<file path="config.mk">
export PLATFORM = sky130hd
export DESIGN_NAME = stack_ctrl
export DESIGN_NICKNAME = d
export VERILOG_FILES = /design/src/rtl/stack_ctrl_pkg.sv /design/src/rtl/stack_arb.sv /design/src/rtl/stack_ctrl.sv
export SDC_FILE = /design/constraint.sdc
export NUM_CORES = 1
export LEC_CHECK = 0
export ABC_CLOCK_PERIOD_IN_PS = 2000
export BUFFER_PORTS_ARGS = -buffer_cell sky130_fd_sc_hd__buf_4
export CORE_MARGIN = 1
export CORE_UTILIZATION = 35
export DETAILED_ROUTE_END_ITERATION = 7
export HOLD_SLACK_MARGIN = 0.03
export PLACE_DENSITY = 0.67
export SKIP_CTS_REPAIR_TIMING = 1
export SLEW_MARGIN = 20
export SYNTH_ARGS = -nofsm -noshare
export SYNTH_HDL_FRONTEND = slang
export SYNTH_HIERARCHICAL = 1
export SYNTH_SLANG_ARGS = --single-unit
export TNS_END_PERCENT = 10
</file>
<file path="constraint.sdc">
create_clock -name clk -period 2 [get_ports clk]
set_input_delay 0.4 -clock clk [delete_from_list [all_inputs] [get_ports clk]]
set_output_delay 0.4 -clock clk [all_outputs]
set_load 0.005 [all_outputs]
</file>
<file path="src/rtl/stack_ctrl_pkg.sv">
// Shared types for the return-address stack controller: FSM states, requester ids, size defaults.
package stack_ctrl_pkg;

    localparam int DW_DEF    = 10;
    localparam int DEPTH_DEF = 16;

    typedef enum logic [1:0] {
        IDLE = 2'd0,
        PUSH = 2'd1,
        POP  = 2'd2,
        ERR  = 2'd3
    } state_t;

    typedef enum logic {
        REQ_CORE = 1'b0,
        REQ_IRQ  = 1'b1
    } req_id_t;

endpackage

</file>
<file path="src/rtl/stack_arb.sv">
// Fixed-priority arbiter between core and interrupt stack requests; irq beats core, push beats pop.
// Latency: combinational, the caller registers the result.
// Backpressure: none here; a losing request is simply not granted and must stay held.
module stack_arb
    import stack_ctrl_pkg::*;
(
    input  logic    core_push,
    input  logic    core_pop,
    input  logic    irq_push,
    input  logic    irq_pop,
    output logic    grant_vld,
    output req_id_t grant_id,
    output logic    grant_push
);

    always_comb begin
        grant_vld  = 1'b0;
        grant_id   = REQ_CORE;
        grant_push = 1'b0;
        if (irq_push || irq_pop) begin
            grant_vld  = 1'b1;
            grant_id   = REQ_IRQ;
            grant_push = irq_push;
        end else if (core_push || core_pop) begin
            grant_vld  = 1'b1;
            grant_id   = REQ_CORE;
            grant_push = core_push;
        end
    end

endmodule

</file>
<file path="src/rtl/stack_ctrl.sv">
// Return-address stack controller: owns the pointer, arbitrates core/irq push and pop, flags ovf/udf.
// Latency: request sampled in IDLE at edge N, op and ack in cycle N+1, IDLE again at N+2.
// Backpressure: requests are held until ack; STACK_CTRL_TRAP_EN makes ovf/udf sticky and parks in ERR.
module stack_ctrl
    import stack_ctrl_pkg::*;
#(
    parameter int DW    = DW_DEF,
    parameter int DEPTH = DEPTH_DEF,
    parameter int AW    = $clog2(DEPTH)
) (
    input  logic          clk,
    input  logic          reset,
    input  logic          core_push,
    input  logic          core_pop,
    input  logic [DW-1:0] core_wdata,
    output logic          core_ack,
    input  logic          irq_push,
    input  logic          irq_pop,
    input  logic [DW-1:0] irq_wdata,
    output logic          irq_ack,
    output logic [DW-1:0] rdata,
    output logic          mem_we,
    output logic [AW-1:0] mem_addr,
    output logic [DW-1:0] mem_wdata,
    input  logic [DW-1:0] mem_rdata,
    output logic [AW:0]   count,
    output logic          full,
    output logic          empty,
    output logic          ovf,
    output logic          udf
);

    localparam logic [AW:0] DEPTH_C = (AW+1)'(DEPTH);

    state_t        state;
    logic [DW-1:0] rdata_q;
    logic          grant_vld;
    req_id_t       grant_id;
    logic          grant_push;
    logic [DW-1:0] wdata_sel;
    logic [DW-1:0] pop_data;
    logic [AW:0]   count_inc;
    logic [AW:0]   count_dec;

    stack_arb u_arb (
        .core_push  (core_push),
        .core_pop   (core_pop),
        .irq_push   (irq_push),
        .irq_pop    (irq_pop),
        .grant_vld  (grant_vld),
        .grant_id   (grant_id),
        .grant_push (grant_push)
    );

    assign wdata_sel = (grant_id == REQ_IRQ) ? irq_wdata : core_wdata;
    assign count_inc = count + 1'b1;
    assign count_dec = count - 1'b1;

    // Popped value is visible during the ack cycle and held afterwards; empty pops return zero.
    assign pop_data = empty ? '0 : mem_rdata;
    assign rdata    = (state == POP) ? pop_data : rdata_q;

    always_ff @(posedge clk or negedge reset) begin
        if (!reset) begin
            state     <= IDLE;
            rdata_q   <= '0;
            core_ack  <= 1'b0;
            irq_ack   <= 1'b0;
            mem_we    <= 1'b0;
            mem_addr  <= '0;
            mem_wdata <= '0;
            count     <= '0;
            full      <= 1'b0;
            empty     <= 1'b1;
            ovf       <= 1'b0;
            udf       <= 1'b0;
        end else begin
            case (state)
                IDLE: begin
                    if (grant_vld) begin
                        state    <= grant_push ? PUSH : POP;
                        core_ack <= (grant_id == REQ_CORE);
                        irq_ack  <= (grant_id == REQ_IRQ);
                        if (grant_push) begin
                            mem_we    <= !full;
                            mem_addr  <= count[AW-1:0];
                            mem_wdata <= wdata_sel;
`ifdef STACK_CTRL_TRAP_EN
                            ovf       <= ovf | full;
`else
                            ovf       <= full;
`endif
                        end else begin
                            mem_addr <= empty ? '0 : count_dec[AW-1:0];
`ifdef STACK_CTRL_TRAP_EN
                            udf      <= udf | empty;
`else
                            udf      <= empty;
`endif
                        end
                    end
                end
                PUSH: begin
                    if (!full) begin
                        count <= count_inc;
                        full  <= (count_inc == DEPTH_C);
                        empty <= 1'b0;
                    end
                    core_ack <= 1'b0;
                    irq_ack  <= 1'b0;
                    mem_we   <= 1'b0;
                    mem_addr <= '0;
`ifdef STACK_CTRL_TRAP_EN
                    // ovf was just set by this op if it faulted; anything earlier would have parked us in ERR.
                    state    <= ovf ? ERR : IDLE;
`else
                    ovf      <= 1'b0;
                    state    <= IDLE;
`endif
                end
                POP: begin
                    rdata_q <= pop_data;
                    if (!empty) begin
                        count <= count_dec;
                        empty <= (count_dec == '0);
                        full  <= 1'b0;
                    end
                    core_ack <= 1'b0;
                    irq_ack  <= 1'b0;
                    mem_addr <= '0;
`ifdef STACK_CTRL_TRAP_EN
                    state    <= udf ? ERR : IDLE;
`else
                    udf      <= 1'b0;
                    state    <= IDLE;
`endif
                end
                default: begin
`ifdef STACK_CTRL_TRAP_EN
                    state <= ERR;
`else
                    state <= IDLE;
`endif
                    core_ack <= 1'b0;
                    irq_ack  <= 1'b0;
                    mem_we   <= 1'b0;
                    mem_addr <= '0;
                end
            endcase
        end
    end

endmodule
</file>
==> key figures, run 1 <==
Setup path
  • Start of the worst register-to-register path: count[1]$_DFFE_PN0P_
  • Setup crit start: state[1]$_DFFE_PN0P_
  • Worst setup EP type: output port
  • Data required, critical path: 1600 ps
  • Worst Path Arrival: 1480 ps
  • CP startpoint kind: flip-flop
  • CP max FO: 20
  • CP Class: flip-flop to output port

Timing
  • Post-route clock skew: 7.90 ps
  • FMAX: 532 MHz
  • Period utilisation layout: 93.9%
  • RSZ-0062 raised after global routing: false
  • Relative slew slack: 50.7%
  • Worst hold margin: 61.2 ps
  • Worst-Margin Slew: 738 ps
  • Tmin final: 1880 ps
  • Final Hold Fails: 0
  • Slew Limit Fails: 0
  • Final setup viols: 0

Global route
  • Grt ovf: 0
  • Gr usage total: 15.8%
  • Initial antenna violation count: 0
  • Vias in the first global route: 1,403
  • First-pass GRT wire length: 6.59 mm
  • Largest net degree at the start of global routing: 39

Finish
  • Fin area: 2660 um2
  • ANT cells: 0
  • # nets final: 310
  • Area Growth Syn to Fin: 42.2%
  • Layout cells sized above 1: 35.7%
  • Commonest non-fill, non-tap cell in the layout: buf_4
  • Most frequent cells in the layout: buf_4 (80), dfrtp_1 (37), nor2_1 (23), a21oi_1 (21), nand2b_1 (16)

Placed design
  • Placed Area: 2510 um2
  • PortBufs: 71
  • Hpwl dp: 3.15 mm
  • Gpl congestion: 0.751

Floorplan
  • Rows: 26
  • Initial Util: 36.4%
  • Num ports: 72
  • Core Area: 5140 um2
  • Die area: 5650 um2
  • Die span in x: 75.2 um
  • Chip Height: 75.2 um

Logic synthesis
  • Leading register cell type out of synthesis: dfrtp_1
  • Post-synth EDFFs: 0
  • Mean post-synth cell area: 9.65 um2
  • Syn_nets: 233
  • Synthesized flop and latch total: 38
  • Mapped Cells: 194
  • Synth unique cells: 37
  • Sequential cell area fraction in the yosys report: 50.8%
  • Warnings from Yosys: 6
  • Area of the mapped netlist: 1870 um2
  • Post-synth ARST share: 100%

Drt
  • Number of remaining DRC errors: 0
  • Vias per std cell: 4.77
  • Initial DRC Count: 50
  • Vias post-DR: 1,631
  • Initial DRT Pass Iterations: 4
  • Final WL: 4.39 mm
  • Average wire per standard cell: 12.8 um
  • Final ANT Viol Nets: 0

Power
  • Peak supply drop: 0.000430 V
  • Final Power: 3.27 mW
  • P_leak: 1.33 nW
  • PD cells: 1230 nW/um2

CTS
  • CTS Buf Count: 5
  • Clk sink count: 38
  • CTS tree: yes
  • H-tree depth: 2
  • Clock buffer depth: 2
  • Root buf cell: clkbuf_8
  • Worst-Skew Late Latency: 290 ps
  • Clock Pin Slew Worst Setup and Hold Paths: 80 ps

Min path
  • HP Class: input port to async pin

Status
  • Status: finished clean

Run
  • Max_cap viols: 0
## synthesized netlist by cell type (4+ instances only)
library cell	number	area, um2
nor2_1	24	90.1
o21ai_0	16	80.1
buf_2	4	20.0
nor3_1	5	25.0
dfrtp_1	37	926
inv_1	5	18.8
xor2_1	4	35.0
mux2i_1	12	120
a21oi_1	21	105
clkbuf_1	5	18.8
nand2b_1	16	100
nand2_1	14	52.6
## per-layer routing
metal  global-route usage (%)  part of all wire, %  vias up  wire [um]
li1                         -                    -      815          -
met1                     21.3                   46      768       2030
met2                     24.2                   48       40       2100
met3                     3.35                  4.0        8        177
met4                     7.82                  2.0        0         86
met5                        0                    0        -          0
## report_power, final
| group | internal [mW] | total [mW] | switching [mW] |
|---|---|---|---|
| clock network | 0.532 | 0.806 | 0.274 |
| logic | 0.675 | 1.21 | 0.533 |
| registers | 1.04 | 1.26 | 0.221 |
## logic make-up (layout without fill, tap and decap cells)
group | Yosys count | in the layout | share of synthesized area (%)
AO/OA/AOI/OAI | 46 | 46 | 13.6
XOR/XNOR | 7 | 7 | 3.27
adder cells (fa/ha/maj) | 3 | 3 | 2.00
buffers and inverters | 16 | 94 | 3.87
flip-flops | 38 | 38 | 50.8
multiplexers | 12 | 12 | 6.41
AND/OR/NAND/NOR | 72 | 72 | 20.0
## final cells by class
class	count	area (um2)
fill	517	2480
sequential	38	952
clock inverter	2	60.1
timing repair buffer	81	612
inverter	5	18.8
tap	70	87.6
multi-input combinational	140	851
clock buffer	6	82.6
## worst max-delay path, cell delays in order (launching register included)
cell and delay (ps):
dfrtp_1 350, buf_4 170, nand2b_1 100, buf_6 170
o21ai_0 240, buf_4 160
## worst paths after layout
check                      slack, ps                  endpoint  cells after the start
max reg2reg                      300   mem_addr[2]$_DFFE_PN0P_                      4
max                              120                  rdata[7]                      5
min reg2reg                      500      rdata_q[2]$_DFF_PN0_                      2
max in group asynchronous       1580         empty$_DFFE_PN1P_                      1
min                               60  mem_wdata[9]$_DFFE_PN0P_                      1
min in group clk                 390      rdata_q[6]$_DFF_PN0_                      3
## registers in the layout (all words and copies together), names as in the netlist, 2 cells and up
register,count
rdata_q,10
count,5
mem_addr,4
mem_wdata,10
state,2
## stage by stage
step | setup TNS, ps | setup WS (ps) | instances | utilization [%]
2_1_floorplan | 0 | 307 | 194 | -
3_3_place_gp | 0 | 51.0 | 334 | 48.9
3_5_place_dp | -402 | -84.6 | 334 | 48.9
4_1_cts | 0 | 31.0 | 342 | 51.7
5_1_grt | 0 | 2.50 | 342 | 51.8
6_report | 0 | 121 | 342 | 51.8
(Power assumes the default switching activity.)
==> run 2: changes to the inputs <==
Settings changed: ABC_CLOCK_PERIOD_IN_PS 2000 to 2400.
Clock period 2 ns to 2.4 ns, I/O delays scaled along.
==> run 2 against run 1 <==
Die area stayed put. Via count shrank 2.1%. Total power is 22% lower. Design area is 2.3% lower. Critical path depth unchanged. Largest cell class unchanged. Sequential cell count did not move. Clock skew is 4.4 ps lower. Sequential share of layout area increased by 0.82 points. Non-clock buffer count fell by 3. Hold slack gained 80 ps.
==> key figures, run 2 (synthesis gave the netlist of run 1 again) <==
Finish
  • Area taken by multi-input logic gates: 851 um2 (unchanged)
  • Most frequent cells in the layout: buf_4 (78), dfrtp_1 (37), nor2_1 (23), a21oi_1 (21) (was buf_4 (80), dfrtp_1 (37), nor2_1 (23), a21oi_1 (21), nand2b_1 (16))
  • Layout filler cell count: 505 (was 517)
  • Register area: 952 um2 (unchanged)
  • Commonest non-fill, non-tap cell in the layout: buf_4 (unchanged)
  • Top flop regs: mem_wdata: 10 flops, rdata_q: 10 flops, count: 5 flops (unchanged)
  • Final core occ: 50.7% (was 51.8%)
  • Fin area: 2600 um2 (was 2660 um2)
  • Layout cells sized above 1: 34.9% (was 35.7%)
  • # nets final: 307 (was 310)
  • Post-Layout Cell Count: 339 (was 342)
  • Area Growth Syn to Fin: 39.0% (was 42.2%)
  • ANT cells: 0 (unchanged)

Run
  • Max_cap viols: 0 (unchanged)

Placed design
  • Gpl congestion: 0.763 (was 0.751)
  • Placed Area: 2490 um2 (was 2510 um2)
  • PortBufs: 71 (unchanged)
  • Hpwl dp: 3.00 mm (was 3.15 mm)
  • Placed Cells: 331 (was 334)
  • Post-place setup slack: 221 ps (was -84.6 ps)

Timing
  • Setup ws final: 385 ps (was 121 ps)
  • Period utilisation layout: 84.0%
  • RSZ-0062 raised after global routing: false (unchanged)
  • Post-route clock skew: 3.48 ps (was 7.90 ps)
  • Final setup viols: 0 (unchanged)
  • Relative slew slack: 51.6% (was 50.7%)
  • FMAX: 496 MHz
  • Tmin final: 2020 ps
  • Slew Limit Fails: 0 (unchanged)
  • Worst hold margin: 141 ps (was 61.2 ps)
  • Worst-Margin Slew: 725 ps (was 738 ps)
  • Final Hold Fails: 0 (unchanged)
  • Setup TNS: 0 ps (unchanged)

Drt
  • Number of remaining DRC errors: 0 (unchanged)
  • Final ANT Viol Nets: 0 (unchanged)
  • Initial DRT Pass Iterations: 4 (unchanged)
  • Initial DRC Count: 28 (was 50)
  • Vias post-DR: 1,597 (was 1,631)
  • Average wire per standard cell: 12.5 um (was 12.8 um)
  • Vias per std cell: 4.71 (was 4.77)
  • Final WL: 4.23 mm (was 4.39 mm)

Setup path
  • Worst Path Arrival: 1540 ps (was 1480 ps)
  • R2r endpoint: mem_addr[2]$_DFFE_PN0P_ (unchanged)
  • CP Class: flip-flop to output port (unchanged)
  • Crit-path cells: buf_4, nand2b_1, buf_4, o21ai_0, buf_4 (was buf_4, nand2b_1, buf_6, o21ai_0, buf_4)
  • Worst path max stage delay: 340 ps (was 350 ps)
  • Critical-path top delay cell: dfrtp_1 (unchanged)
  • Data required, critical path: 1920 ps (was 1600 ps)
  • Reg2reg path depth: 4 (unchanged)
  • Most frequent CP cell: buf_4 (unchanged)
  • Reg2reg setup slack: 680 ps (was 300 ps)
  • Start of the worst register-to-register path: count[1]$_DFFE_PN0P_ (unchanged)
  • Worst setup EP type: output port (unchanged)
  • CP max FO: 20 (unchanged)
  • CP startpoint kind: flip-flop (unchanged)

Global route
  • Grt ovf: 0 (unchanged)
  • First-pass GRT wire length: 6.42 mm (was 6.59 mm)
  • Initial antenna violation count: 0 (unchanged)
  • Gr usage total: 15.4% (was 15.8%)
  • Largest net degree at the start of global routing: 39 (unchanged)
  • Vias in the first global route: 1,370 (was 1,403)

Min path
  • HP Class: input port to async pin (unchanged)

Status
  • Status: finished clean (unchanged)

Power
  • PD cells: 977 nW/um2 (was 1230 nW/um2)
  • P_leak: 1.30 nW (was 1.33 nW)
  • Peak supply drop: 0.000392 V (was 0.000430 V)
  • Final Power: 2.54 mW (was 3.27 mW)

Floorplan
  • Num ports: 72 (unchanged)
  • Die area: 5650 um2 (unchanged)
  • Initial Util: 36.4% (unchanged)
  • Die span in x: 75.2 um (unchanged)
  • Core Area: 5140 um2 (unchanged)
  • Chip Height: 75.2 um (unchanged)
  • Rows: 26 (unchanged)

CTS
  • Clock buffer depth: 2 (unchanged)
  • CTS Buf Count: 5 (unchanged)
  • Clock Pin Slew Worst Setup and Hold Paths: 80 ps (about the same)
  • H-tree depth: 2 (unchanged)
  • Root buf cell: clkbuf_8 (unchanged)
  • Worst-Skew Late Latency: 290 ps (about the same)
  • Clk sink count: 38 (unchanged)
  • CTS tree: yes (unchanged)
==> run 2: cell count changes in the layout (fill, tap and decap cells not counted), moves of 2 or more <==
cell,before,now
o21ai_0,7,16
o21ai_1,9,0
buf_4,80,78
clkinv_2,0,2
==> run 2: layer usage <==
metal  part of all wire [%]  wire, um  global-route usage, %  up-vias
met5                      0         0                      0        -
met4                    1.7        73                   6.17        0
met3                    4.0       170                   4.42        6
met2                     46      1960                   23.2       38
met1                     48      2030                   21.1      738
li1                       -         -                      -      815
==> run 2: critical path, delay by kind of cell, from the launching register on <==
| kind | cells | cell delay, ps |
|---|---|---|
| AO/OA/AOI/OAI | 1 | 270 |
| AND/OR/NAND/NOR | 1 | 80 |
| buffers and inverters | 3 | 530 |
| flip-flops | 1 | 340 |
==> run 2: power by group <==
group          total (mW)  internal, mW  switching (mW)  leakage (nW)
clock               0.534         0.306           0.229        0.0579
combinational       0.947         0.538           0.408         0.784
sequential           1.06         0.864           0.200         0.458
total                2.54          1.71           0.836          1.30
==> run 2: how the worst max path moves through the flow <==
stage	cells after the start	start	end	slack, ps
after floorplan	7	irq_pop	mem_wdata[0]$_DFFE_PN0P_	630
after global placement	6	irq_pop	mem_wdata[1]$_DFFE_PN0P_	340
after detailed placement	6	irq_pop	mem_wdata[4]$_DFFE_PN0P_	220
after CTS	5	state[1]$_DFFE_PN0P_	rdata[9]	380
after global routing	5	state[1]$_DFFE_PN0P_	rdata[9]	260
final	5	state[1]$_DFFE_PN0P_	rdata[7]	380
==> run 2: area by class of cell <==
class	count	area share [%]
sequential	38	36.6
timing repair buffer	78	22.5
inverter	5	0.721
tap	70	3.36
clock inverter	3	1.54
clock buffer	5	2.64
multi-input combinational	140	32.7
